**config.mk**
```make
export PLATFORM = sky130hd
export DESIGN_NAME = mem_port_arbiter_flat
export DESIGN_NICKNAME = d
export VERILOG_FILES = /design/src/rtl/mem_port_arbiter_if.sv /design/src/rtl/mem_port_arbiter.sv /design/src/flat_wrapper.sv
export SDC_FILE = /design/constraint.sdc
export NUM_CORES = 1
export LEC_CHECK = 0
export ABC_CLOCK_PERIOD_IN_PS = 2330
export CAP_MARGIN = 20
export CORE_ASPECT_RATIO = 0.7
export CORE_MARGIN = 2
export CORE_UTILIZATION = 42
export CTS_CLUSTER_SIZE = 12
export DETAILED_ROUTE_END_ITERATION = 16
export PLACE_DENSITY_LB_ADDON = 0.2
export SYNTH_ARGS = -nofsm -noshare
export SYNTH_HDL_FRONTEND = slang
export SYNTH_SLANG_ARGS = --single-unit
```
**constraint.sdc**
```tcl
create_clock -name clk -period 2.33 [get_ports clk]
set_input_delay 0.466 -clock clk [delete_from_list [all_inputs] [get_ports clk]]
set_output_delay 0.466 -clock clk [all_outputs]
set_load 0.02 [all_outputs]
```
**src/rtl/mem_port_arbiter_if.sv**
```systemverilog
// mem_port_arbiter_if: IF/data request ports and shared memory port of mem_port_arbiter.
// slave is the arbiter side, master the pipeline/memory side.
interface mem_port_arbiter_if #(
   parameter int ADDR_W = 32,
   parameter int DATA_W = 32
);
   logic              if_req;
   logic [ADDR_W-1:0] if_addr;
   logic [DATA_W-1:0] if_rdata;
   logic              if_ready;
   logic              if_stall;
   logic              d_req;
   logic              d_we;
   logic [ADDR_W-1:0] d_addr;
   logic [DATA_W-1:0] d_wdata;
   logic [DATA_W-1:0] d_rdata;
   logic              d_ready;
   logic              d_stall;
   logic              m_en;
   logic              m_we;
   logic [ADDR_W-1:0] m_addr;
   logic [DATA_W-1:0] m_wdata;
   logic [DATA_W-1:0] m_rdata;
   logic              busy;

   modport slave (
      input  if_req, if_addr, d_req, d_we, d_addr, d_wdata, m_rdata,
      output if_rdata, if_ready, if_stall, d_rdata, d_ready, d_stall,
             m_en, m_we, m_addr, m_wdata, busy
   );

   modport master (
      output if_req, if_addr, d_req, d_we, d_addr, d_wdata, m_rdata,
      input  if_rdata, if_ready, if_stall, d_rdata, d_ready, d_stall,
             m_en, m_we, m_addr, m_wdata, busy
   );
endinterface

```
**src/rtl/mem_port_arbiter.sv**
```systemverilog
// mem_port_arbiter: shares one fixed-latency memory between IF and data ports.
// Define MEM_ARB_RR_EN for round-robin arbitration; default is data-over-IF priority.
module mem_port_arbiter #(
   parameter int ADDR_W  = 32,
   parameter int DATA_W  = 32,
   parameter int MEM_LAT = 2
) (
   input logic              clk,
   input logic              rst,
   mem_port_arbiter_if.slave bus
);
   typedef enum logic [1:0] {IDLE, CMD, WAIT, DONE} state_t;

   state_t            state_q;
   logic              owner_q;
   logic              we_q;
   logic [3:0]        cnt_q;
   logic              m_en_q;
   logic              m_we_q;
   logic [ADDR_W-1:0] m_addr_q;
   logic [DATA_W-1:0] m_wdata_q;
   logic [DATA_W-1:0] if_rdata_q;
   logic [DATA_W-1:0] d_rdata_q;
   logic              if_ready_q;
   logic              d_ready_q;
   logic              if_v;
   logic              d_v;
   logic              grant;
   logic              pick_d;

   // owner_q = 1 means the data port; its request is masked during its own DONE
   assign if_v  = bus.if_req & ~(state_q == DONE & ~owner_q);
   assign d_v   = bus.d_req & ~(state_q == DONE & owner_q);
   assign grant = (state_q == IDLE | state_q == DONE) & (if_v | d_v);

`ifdef MEM_ARB_RR_EN
   logic last_d_q;
   assign pick_d = d_v & (~if_v | ~last_d_q);
`else
   assign pick_d = d_v;
`endif

   always_ff @(posedge clk or negedge rst)
      if (!rst) begin
         state_q    <= IDLE;
         owner_q    <= 1'b0;
         we_q       <= 1'b0;
         cnt_q      <= 4'd0;
         m_en_q     <= 1'b0;
         m_we_q     <= 1'b0;
         m_addr_q   <= '0;
         m_wdata_q  <= '0;
         if_rdata_q <= '0;
         d_rdata_q  <= '0;
         if_ready_q <= 1'b0;
         d_ready_q  <= 1'b0;
`ifdef MEM_ARB_RR_EN
         last_d_q   <= 1'b0;
`endif
      end else begin
         m_en_q     <= 1'b0;
         m_we_q     <= 1'b0;
         if_ready_q <= 1'b0;
         d_ready_q  <= 1'b0;
         case (state_q)
            IDLE, DONE:
               if (grant) begin
                  state_q  <= CMD;
                  owner_q  <= pick_d;
                  we_q     <= pick_d & bus.d_we;
                  m_en_q   <= 1'b1;
                  m_we_q   <= pick_d & bus.d_we;
                  m_addr_q <= pick_d ? bus.d_addr : bus.if_addr;
                  if (pick_d) m_wdata_q <= bus.d_wdata;
`ifdef MEM_ARB_RR_EN
                  last_d_q <= pick_d;
`endif
               end else begin
                  state_q <= IDLE;
               end
            CMD: begin
               cnt_q   <= 4'(MEM_LAT);
               state_q <= WAIT;
            end
            WAIT: begin
               cnt_q <= cnt_q - 4'd1;
               if (cnt_q == 4'd1) begin
                  state_q <= DONE;
                  if (!we_q && owner_q) d_rdata_q <= bus.m_rdata;
                  if (!we_q && !owner_q) if_rdata_q <= bus.m_rdata;
                  d_ready_q  <= owner_q;
                  if_ready_q <= ~owner_q;
               end
            end
            default: state_q <= IDLE;
         endcase
      end

   assign bus.m_en     = m_en_q;
   assign bus.m_we     = m_we_q;
   assign bus.m_addr   = m_addr_q;
   assign bus.m_wdata  = m_wdata_q;
   assign bus.if_rdata = if_rdata_q;
   assign bus.d_rdata  = d_rdata_q;
   assign bus.if_ready = if_ready_q;
   assign bus.d_ready  = d_ready_q;
   assign bus.if_stall = bus.if_req & ~if_ready_q;
   assign bus.d_stall  = bus.d_req & ~d_ready_q;
   assign bus.busy     = state_q != IDLE;
endmodule

```
**src/flat_wrapper.sv**
```systemverilog
// flat-port wrapper written by rule: the top's interface ports become plain ports
module mem_port_arbiter_flat 
#(
   parameter int ADDR_W  = 32,
   parameter int DATA_W  = 32,
   parameter int MEM_LAT = 2
)
  (clk, rst, bus_if_req, bus_if_addr, bus_d_req, bus_d_we, bus_d_addr, bus_d_wdata, bus_m_rdata, bus_if_rdata, bus_if_ready, bus_if_stall, bus_d_rdata, bus_d_ready, bus_d_stall, bus_m_en, bus_m_we, bus_m_addr, bus_m_wdata, bus_busy);
  mem_port_arbiter_if #(.ADDR_W(ADDR_W), .DATA_W(DATA_W)) bus_i ();
  input logic clk;
  input logic rst;
  input wire logic [$bits(bus_i.if_req)-1:0] bus_if_req;
  input wire logic [$bits(bus_i.if_addr)-1:0] bus_if_addr;
  input wire logic [$bits(bus_i.d_req)-1:0] bus_d_req;
  input wire logic [$bits(bus_i.d_we)-1:0] bus_d_we;
  input wire logic [$bits(bus_i.d_addr)-1:0] bus_d_addr;
  input wire logic [$bits(bus_i.d_wdata)-1:0] bus_d_wdata;
  input wire logic [$bits(bus_i.m_rdata)-1:0] bus_m_rdata;
  output wire logic [$bits(bus_i.if_rdata)-1:0] bus_if_rdata;
  output wire logic [$bits(bus_i.if_ready)-1:0] bus_if_ready;
  output wire logic [$bits(bus_i.if_stall)-1:0] bus_if_stall;
  output wire logic [$bits(bus_i.d_rdata)-1:0] bus_d_rdata;
  output wire logic [$bits(bus_i.d_ready)-1:0] bus_d_ready;
  output wire logic [$bits(bus_i.d_stall)-1:0] bus_d_stall;
  output wire logic [$bits(bus_i.m_en)-1:0] bus_m_en;
  output wire logic [$bits(bus_i.m_we)-1:0] bus_m_we;
  output wire logic [$bits(bus_i.m_addr)-1:0] bus_m_addr;
  output wire logic [$bits(bus_i.m_wdata)-1:0] bus_m_wdata;
  output wire logic [$bits(bus_i.busy)-1:0] bus_busy;
  assign bus_i.if_req = bus_if_req;
  assign bus_i.if_addr = bus_if_addr;
  assign bus_i.d_req = bus_d_req;
  assign bus_i.d_we = bus_d_we;
  assign bus_i.d_addr = bus_d_addr;
  assign bus_i.d_wdata = bus_d_wdata;
  assign bus_i.m_rdata = bus_m_rdata;
  assign bus_if_rdata = bus_i.if_rdata;
  assign bus_if_ready = bus_i.if_ready;
  assign bus_if_stall = bus_i.if_stall;
  assign bus_d_rdata = bus_i.d_rdata;
  assign bus_d_ready = bus_i.d_ready;
  assign bus_d_stall = bus_i.d_stall;
  assign bus_m_en = bus_i.m_en;
  assign bus_m_we = bus_i.m_we;
  assign bus_m_addr = bus_i.m_addr;
  assign bus_m_wdata = bus_i.m_wdata;
  assign bus_busy = bus_i.busy;
  mem_port_arbiter #(.ADDR_W(ADDR_W), .DATA_W(DATA_W), .MEM_LAT(MEM_LAT)) u_core (.clk(clk), .rst(rst), .bus(bus_i));
endmodule
```
==> impl_metrics.ini <==
[critical_path]
reg2reg_to = u_core.bus.d_rdata[20]
cpMostUsedCell = clkdlybuf4s50_1
arrival_ps = 1790
slowest_stage = clkdlybuf4s50_1
rrSetupSlack_ps = 140
cp.required_ps = 1860
cp-startpoint = bus_if_req
path_cells = clkdlybuf4s50_1, nor2b_1, clkdlybuf4s50_1
rr_startpoint = u_core.state_q[0]
critical_path.max_stage_delay_ps = 630
end_kind = output pin
cp-start-kind = input pin
critPathMaxFanout = 4
crit_end = bus_if_stall
rr_worst_depth = 6
worstSetupPathType = in2out

[power_and_ir_drop]
p_sw_mw = 4.49
total_power_mw = 13.1
ir_worst_vdd_mv = 0.755
p_int_mw = 8.64
power_frac_clock_pct = 20.5
p_leak_nw = 4.11
power_frac_comb_pct = 48.2
swShare_pct = 34.2
power-per-cell-area_mw_per_mm2 = 1390
p_seq_share_pct = 31.4

[floorplanning]
io_pins = 268
coreArea_sq_mm = 0.0138
num_rows = 36
die_w_microns = 145
dieArea_sq_mm = 0.0150
die_h_microns = 103
start_util_pct = 42.6

[synthesis]
synth.largest_area_cell = dfrtp_1
yosys_warnings = 0
synth.distinct_cells = 31
synth_edf_count = 0
ys_seq_area_share_pct = 59.7
synth-async-reset-ratio_pct = 100
syn_area_sq_mm = 0.00587
syn_inst = 364
synth_top_area_share_pct = 59.7
synth_flop_cell = dfrtp_1
synth_area_per_cell_sq_um = 16.1
synth.net_count = 502
ys_ff_latch = 140
synth_area_leaders = dfrtp_1 (60%), mux2_2 (25%), mux2_4 (7.7%), ha_1 (1.1%), buf_2 (0.68%)

[drt]
routed-via-count = 3985
first_pass_iters = 4
drc = 0
totalWireLength_microns = 14500
drt-initial-drc-count = 103
wire_per_inst_microns = 17.1
ant_nets = 0
via_per_inst = 4.72

[clocking]
htreeDepth = 4
root_buffer = clkbuf_16
post_cts_buffers = 0
cts_resized = 0
tritoncts = yes
cts_max_path_buffers = 2
cts_made_buffers = 17
clk_pin_slew_worst_paths_ps = 60
cts_sinks = 140
postCtsHoldBufs = 0
insertion_delay_ps = 400

[layout]
finalNetCount = 779
drive_above_1_share_pct = 31.7
areaGrowthSynthToFinish_pct = 60.7
antenna_cells = 0
fin_area_sq_mm = 0.00944

[timing]
worst_slew_pin_slew_ps = 570
finalCritPeriodShare_pct = 96.8
rsz0062_at_grt = no
finalSetupTns_ps = 0
fmax_ghz = 0.443
final-setup-viol-count = 0
maxSlewHeadroom_pct = 62.0
skew_ps = 8.45
finalWorstPathRequiredPeriod_ps = 2260
report.final.slew_viol_count = 0
hold_viol = 0

[global_route]
grt_overflow = 0
antenna_found_initial = 0
grt_pass1_wl_microns = 23100
grt_use_total_pct = 19.8
grt_max_degree = 57
grt_pass1_vias = 4485

[worst_hold_path]
min_path_type = in2async

[outcome]
status = complete, no violations

[placed_design]
dp_hpwl_microns = 10500
gp_congestion = 0.762
place_area_sq_mm = 0.00884
portBuffers = 267

[flow_run]
drv_cap = 0
[area by class of cell]
type	count	area, sq um
fillers	973	4350
clock inverters	14	161
inverters	8	30.0
multi-input cells	197	2240
clock buffers	18	429
repair buffers	277	2840
well taps	190	238
flip-flops and latches	140	3500
[layer usage]
layer  vias to the layer above  part of all wire, %  GRT usage [%]
met5                         -                    0              0
met4                         0                 0.87           5.96
met3                        10                  7.3           7.08
met2                       131                   51           34.9
met1                      2002                   41           23.3
li1                       1842                    -              -
[critical path, delay by kind of cell]
| kind | cells | cell delay [ps] |
|---|---|---|
| buf+inv | 2 | 1170 |
| simple gates | 1 | 160 |
[cell usage after synthesis, types with 2 or more instances]
| library cell | number |
|---|---|
| ha_1 | 5 |
| buf_6 | 3 |
| o21ai_0 | 2 |
| clkbuf_1 | 3 |
| mux2_1 | 3 |
| nor2_1 | 6 |
| nand2_1 | 2 |
| mux2i_1 | 2 |
| buf_4 | 5 |
| mux2_4 | 30 |
| dfrtp_1 | 140 |
| inv_1 | 8 |
| buf_2 | 8 |
| nor2b_1 | 3 |
| mux2_2 | 128 |
[cells by family (layout without fill, tap and decap cells)]
| family | Yosys count | after routing | share of synthesized area [%] |
|---|---|---|---|
| AOI/OAI and AO/OA | 11 | 11 | 1.68 |
| and+or+nand+nor | 18 | 18 | 1.83 |
| muxes | 163 | 163 | 33.1 |
| buffers and inverters | 27 | 317 | 2.60 |
| DFF | 140 | 140 | 59.7 |
| adders and majority gates | 5 | 5 | 1.07 |
[how the worst min path moves through the flow]
stage,endpoint,slack [ps],cells after the start
floorplan,u_core.bus.d_rdata[0],170,0
global placement,u_core.bus.m_addr[19],470,1
detailed placement,u_core.bus.m_addr[24],480,1
CTS,u_core.bus.m_addr[24],40,1
global route,u_core.bus.m_addr[24],60,1
finish,u_core.bus.m_addr[24],40,1
[sequential cells by signal (all words and copies together), names as in the netlist, 2 cells and up]
register / flops
u_core.bus.d_rdata: 32
u_core.bus.if_rdata: 32
u_core.bus.m_addr: 32
u_core.bus.m_wdata: 32
u_core.cnt_q: 4
u_core.state_q: 2
[power groups by stage]
stage | logic (mW) | clock network [mW] | registers, mW
2_1_floorplan | 2.30 | 0 | 5.31
3_3_place_gp | 6.27 | 0 | 4.09
3_5_place_dp | 6.39 | 0 | 4.15
4_1_cts | 6.42 | 2.76 | 4.13
5_1_grt | 6.69 | 2.89 | 4.27
6_report | 6.32 | 2.69 | 4.12
[per-stage QoR]
step / utilization (%) / cells / setup WS, ps / hold slack, ps
2_1_floorplan: - / 364 / 397 / 170
3_3_place_gp: 64.2 / 812 / 121 / 470
3_5_place_dp: 64.2 / 812 / 62.7 / 485
4_1_cts: 68.5 / 844 / 62.7 / 42.1
5_1_grt: 68.5 / 844 / 0.181 / 55.3
6_report: 68.5 / 844 / 74.9 / 35.4
[cell usage in the layout, fill, tap and decap left out, types with 2 or more instances in the layout]
cell type and instances:
nand2_1 2, clkinvlp_4 2, buf_12 7, ha_1 5, inv_1 8, mux2_2 128
clkinv_4 5, clkdlybuf4s50_1 266, nor2b_1 2, o21ai_0 2, mux2_4 30, buf_4 3
clkbuf_16 17, mux2i_1 2, mux2_1 3, bufinv_16 2, nor2_1 6, dfrtp_1 140
inv_6 3
No activity file was read; power rests on OpenSTA's default activity.
